<file path="src/rtl/pmu_pkg.sv">
// Shared PMU constants: PISO and SIPO stages take their word width from one place.
package pmu_pkg;

  localparam int unsigned PISO_WIDTH = 128;
  localparam int unsigned SIPO_WIDTH = PISO_WIDTH;

  // Bit-counter width for a word of the given size.
  function automatic int unsigned cnt_width(input int unsigned width);
    return (width > 1) ? $clog2(width) : 1;
  endfunction

endpackage

</file>
<file path="src/rtl/sipo_collector.sv">
// Serial-in/parallel-out collector: assembles MSB-first bits into WIDTH-bit words
// behind a valid/ready holding register. Optional macro: SIPO_OVERFLOW_EN.
module sipo_collector
  import pmu_pkg::*;
#(
  parameter int unsigned WIDTH = SIPO_WIDTH,
  parameter int unsigned CNT_W = cnt_width(WIDTH)
) (
  input  logic             clk,
  input  logic             rst,
  input  logic             en,
  input  logic             data_i,
  input  logic             flush,
  input  logic             ready_i,
  output logic [WIDTH-1:0] data_o,
  output logic             valid_o,
  output logic             overflow_o
);

  logic [CNT_W-1:0] r_cnt;
  logic [WIDTH-1:0] r_shift;
  logic [WIDTH-1:0] r_data;
  logic             r_valid;

  logic             w_accept;
  logic             w_last;
  logic             w_xfer;
  logic [WIDTH-1:0] w_shift_next;

  // A bit presented together with flush is discarded.
  assign w_accept     = en & ~flush;
  assign w_last       = w_accept & (r_cnt == CNT_W'(WIDTH - 1));
  assign w_xfer       = r_valid & ready_i;
  assign w_shift_next = {r_shift[WIDTH-2:0], data_i};

  // Bit counter and shift register.
  always_ff @(posedge clk or negedge rst) begin
    if (!rst) begin
      r_cnt   <= '0;
      r_shift <= '0;
    end else if (flush) begin
      r_cnt   <= '0;
      r_shift <= '0;
    end else if (en) begin
      r_shift <= w_shift_next;
      r_cnt   <= w_last ? '0 : r_cnt + CNT_W'(1);
    end
  end

`ifdef SIPO_OVERFLOW_EN
  logic r_ovf;

  // Holding register: a completed word is dropped while an old one is stalled.
  always_ff @(posedge clk or negedge rst) begin
    if (!rst) begin
      r_data  <= '0;
      r_valid <= 1'b0;
      r_ovf   <= 1'b0;
    end else if (w_last && (!r_valid || ready_i)) begin
      r_data  <= w_shift_next;
      r_valid <= 1'b1;
    end else if (w_last) begin
      r_ovf   <= 1'b1;
    end else if (w_xfer) begin
      r_valid <= 1'b0;
    end
  end

  assign overflow_o = r_ovf;
`else
  // Holding register: a completed word always replaces the held one.
  always_ff @(posedge clk or negedge rst) begin
    if (!rst) begin
      r_data  <= '0;
      r_valid <= 1'b0;
    end else if (w_last) begin
      r_data  <= w_shift_next;
      r_valid <= 1'b1;
    end else if (w_xfer) begin
      r_valid <= 1'b0;
    end
  end

  assign overflow_o = 1'b0;
`endif

  assign data_o  = r_data;
  assign valid_o = r_valid;

endmodule

</file>
<file path="config.mk">
export PLATFORM = sky130hd
export DESIGN_NAME = sipo_collector
export DESIGN_NICKNAME = d
export VERILOG_FILES = /design/src/rtl/pmu_pkg.sv /design/src/rtl/sipo_collector.sv
export SDC_FILE = /design/constraint.sdc
export NUM_CORES = 1
export LEC_CHECK = 0
export BUFFER_PORTS_ARGS = -buffer_cell sky130_fd_sc_hd__buf_2
export CAP_MARGIN = 30
export CELL_PAD_IN_SITES_DETAIL_PLACEMENT = 1
export CELL_PAD_IN_SITES_GLOBAL_PLACEMENT = 1
export CORE_MARGIN = 2
export CORE_UTILIZATION = 35
export DETAILED_ROUTE_END_ITERATION = 16
export GPL_TIMING_DRIVEN = 0
export HOLD_SLACK_MARGIN = 0.02
export PLACE_DENSITY_LB_ADDON = 0.1
export SLEW_MARGIN = 10
export SYNTH_ARGS = -nofsm -noshare
export SYNTH_HDL_FRONTEND = slang
export SYNTH_SLANG_ARGS = --single-unit
export TNS_END_PERCENT = 5
</file>
<file path="constraint.sdc">
create_clock -name clk -period 3.3 [get_ports clk]
set_clock_uncertainty 0.05 [all_clocks]
set_input_delay 0.33 -clock clk [delete_from_list [all_inputs] [get_ports clk]]
set_output_delay 0.33 -clock clk [all_outputs]
set_load 0.005 [all_outputs]
</file>
==> summary.md <==
In this run the worst hold path is classified as in -> async. For this run the aggregate overflow at the end of global routing stands at 0. The number of max-slew violations in the final report was 0; the final hold slack was 0.318 ns. After layout, the design draws a total of 6.59 mW.

The worst slew margin relative to its limit was 0.502. Count of routing violations after the opening detailed-route iteration: 182. Number of hold violations in the final report: 0.

Count of buffers added by post-CTS timing repair for setup: 0. Summing all non-filler instances in the final layout gives an area of 0.0125 mm2. After clock tree synthesis, the repair step resized 0 gates. The flow ran to the end, and the final reports show no timing, DRC or antenna violations. The largest fanout of any net on the critical path is 10, and the transition time at the pin with the least slew margin is 0.747 ns. The kind of critical path was reg -> reg.

The detailed-route wire length per cell was 16.6 um. The routed design could run at a clock period as short as 2.03 ns. IR analysis of the VDD net gives a maximum drop of 0.337 mV. STA puts the critical path data arrival time at 2.40 ns. The routed layout has 6031 vias.

For the worst-skew pair, the clock arrives at the later sink with an insertion delay of 0.54 ns. The highest achievable clock rate came out at 492 MHz. The share of final-layout standard cells stronger than drive strength 1 was 0.374; the cell leakage power was 6.77 nW. The x dimension of the die works out to 175 um. The run gives 36.0 mm as the wire length of the first global-routing pass. The total global-route track usage was 0.143. H-tree level count: 1. Clock tree synthesis found a total of 263 sinks. The startpoint type of the worst setup path was a flip-flop. The final layout contains 902 nets. The number of clock buffers added by TritonCTS is 30.

The warning count from the yosys run is 0, and the maximum buffer depth of the clock tree is 3. The top cell types in the final layout, fill and taps aside, are 263 x sky130_fd_sc_hd__dfrtp_1, 146 x sky130_fd_sc_hd__buf_2, 132 x sky130_fd_sc_hd__nor2_1, 129 x sky130_fd_sc_hd__mux2i_1, 128 x sky130_fd_sc_hd__mux2_2. The power density relative to cell area is 528 mW/mm2.

Once detail routing completed, the nets flagged for antenna violations numbered 0. After detailed placement, the total cell area comes to 0.0115 mm2. The count of input and output buffers is 132. The repair_antennas step left the layout with diodes totalling 0.

The floorplan step defined a core boundary enclosing 0.0289 mm2. The congestion estimate from routability-driven global placement came to 0.705. The mapped netlist covers 0.0103 mm2. The clock edge transition at the registers on the reported setup and hold paths was 0.06 ns. The endpoint class of the critical path is a flip-flop.

The number of nets in the synthesized netlist is 733. Relative to the synthesized area, the layout overhead comes to 21.3%. Setup repair after global routing left no endpoint under its margin. The tools report the initial cell density of the core as 0.357. Leaving out fill and tap cells, the most frequent cell in the layout is sky130_fd_sc_hd__dfrtp_1.

The portion of the post-synthesis area used by sequential elements was 0.640. Once detailed placement completed, the half-perimeter wirelength came to 14.6 mm. The post-detailed-route DRC marker count is 0. The setup slack after layout is 1.27 ns, and the number of instances in the placed design is 1244. The netlist uses 28 different library cells. Setup violations remaining at the end of the flow were counted as 0.

The logs give 0 ns for the total negative slack for setup checks and 4 for the first-pass detailed-route iteration total. The share of the clock period used by the worst path came out at 0.616. The layout filler cell count was 3029; the number of instances in the synthesized netlist was 726. The die covers 0.0308 mm2.

The ratio of routed vias to standard cells is 4.65. In this run the clock root is driven by a sky130_fd_sc_hd__clkbuf_16. Data on the critical path is required at its endpoint by 3.66 ns. The max-cap check violation count is 0, and the I/O pin total is 136.

For the maximum number of pins on one net before global-route repair, the log shows 108. The number of hold buffers added after CTS was 3. The wire length after detailed routing is 21.6 mm, and the worst-case setup slack after placement is 1.01 ns. TritonCTS built the clock tree. The finished layout holds 1298 standard cells, fillers aside. The count of state elements after synthesis was 263. Averaged over all synthesized cells, the footprint is 14.2 um2. The utilization of the core after routing was 0.432.

The vertical extent of the die was 175 um. Register-to-register path setup slack: 1.27 ns. The run gives 6619 as the number of global-route vias before repair. The number of cell rows is 62. The initial antenna violation count was 0.
[cell type report]
class	instances	area [um2]	share of cell area
multi-input cells	416	3410	0.273
well taps	384	480	0.0385
plain buffers	45	289	0.0232
clock buffers	38	852	0.0683
inverters	2	7.51	0.000602
clock inverters	13	101	0.00812
repair buffers	137	756	0.0606
flip-flops and latches	263	6580	0.527
[worst max-delay path: stages (launching register included)]
cell                      delay, ns
sky130_fd_sc_hd__dfrtp_1       0.42
sky130_fd_sc_hd__ha_1          0.22
sky130_fd_sc_hd__nand2_1       0.15
sky130_fd_sc_hd__nor4_4        0.26
sky130_fd_sc_hd__buf_6         0.28
sky130_fd_sc_hd__buf_6         0.19
sky130_fd_sc_hd__mux2_2        0.34
[per-layer routing]
layer  up-vias  global-route usage  part of all wire
met5         -                   0                 0
met4         0              0.0379             0.024
met3        32              0.0260             0.039
met2       111               0.239              0.47
met1      3074               0.193              0.46
li1       2814                   -                 -
[cell families (layout without fill, tap and decap cells)]
group,count (synthesis),in the layout,share of synthesized area
DFF,263,263,0.640
muxes,257,257,0.266
and+or+nand+nor,147,147,0.0578
buffers and inverters,47,235,0.0288
AOI/OAI and AO/OA,8,8,0.00487
xor gates and xnor gates,2,2,0.00170
adders and majority gates,1,1,0.00122
other,1,1,0.000364
[cell usage after synthesis]
cell / instances / area [um2]
sky130_fd_sc_hd__a21o_1: 1 / 7.51
sky130_fd_sc_hd__buf_8: 1 / 15.0
sky130_fd_sc_hd__inv_1: 2 / 7.51
sky130_fd_sc_hd__buf_1: 2 / 7.51
sky130_fd_sc_hd__o21ai_0: 2 / 10.0
sky130_fd_sc_hd__or4_1: 1 / 7.51
sky130_fd_sc_hd__xor2_1: 2 / 17.5
sky130_fd_sc_hd__buf_2: 15 / 75.1
sky130_fd_sc_hd__nor2b_1: 2 / 12.5
sky130_fd_sc_hd__mux2i_1: 129 / 1290
sky130_fd_sc_hd__buf_6: 11 / 124
sky130_fd_sc_hd__nand4_2: 1 / 12.5
sky130_fd_sc_hd__ha_1: 1 / 12.5
sky130_fd_sc_hd__a21oi_1: 2 / 10.0
sky130_fd_sc_hd__mux2_2: 128 / 1440
sky130_fd_sc_hd__conb_1: 1 / 3.75
sky130_fd_sc_hd__a31oi_1: 1 / 6.26
sky130_fd_sc_hd__nor2_1: 132 / 495
sky130_fd_sc_hd__or3_1: 1 / 6.26
sky130_fd_sc_hd__o31ai_1: 1 / 7.51
sky130_fd_sc_hd__nand4_1: 1 / 6.26
sky130_fd_sc_hd__nand2_1: 6 / 22.5
sky130_fd_sc_hd__nand3_1: 2 / 10.0
sky130_fd_sc_hd__buf_4: 2 / 15.0
sky130_fd_sc_hd__clkbuf_1: 14 / 52.6
sky130_fd_sc_hd__dfrtp_1: 263 / 6580
sky130_fd_sc_hd__nor4_4: 1 / 21.3
sky130_fd_sc_hd__o221ai_1: 1 / 8.76
[sequential cells by signal, indices dropped and copies added (netlist names)]
signal / flops
data_o: 128
valid_o: 1
r_cnt: 7
r_shift: 127
[worst paths after layout]
path / startpoint / endpoint / cells past startpoint
setup / recovery: r_cnt[0]$_DFFE_PN0P_ / data_o[32]$_DFFE_PN0P_ / 6
hold / removal: rst / data_o[111]$_DFFE_PN0P_ / 2
setup reg to reg: r_cnt[0]$_DFFE_PN0P_ / data_o[32]$_DFFE_PN0P_ / 6
hold reg to reg: valid_o$_DFFE_PN0P_ / valid_o$_DFFE_PN0P_ / 1
max in group asynchronous: rst / data_o[57]$_DFFE_PN0P_ / 3
min in group clk: en / r_cnt[2]$_DFFE_PN0P_ / 4
[report_power, final]
group	leakage, nW	switching, mW	internal (mW)
logic	2.62	0.141	0.0554
registers	3.67	0.00386	3.23
clock network	0.476	1.28	1.89
Note: power is estimated with default switching activity, not from simulation.
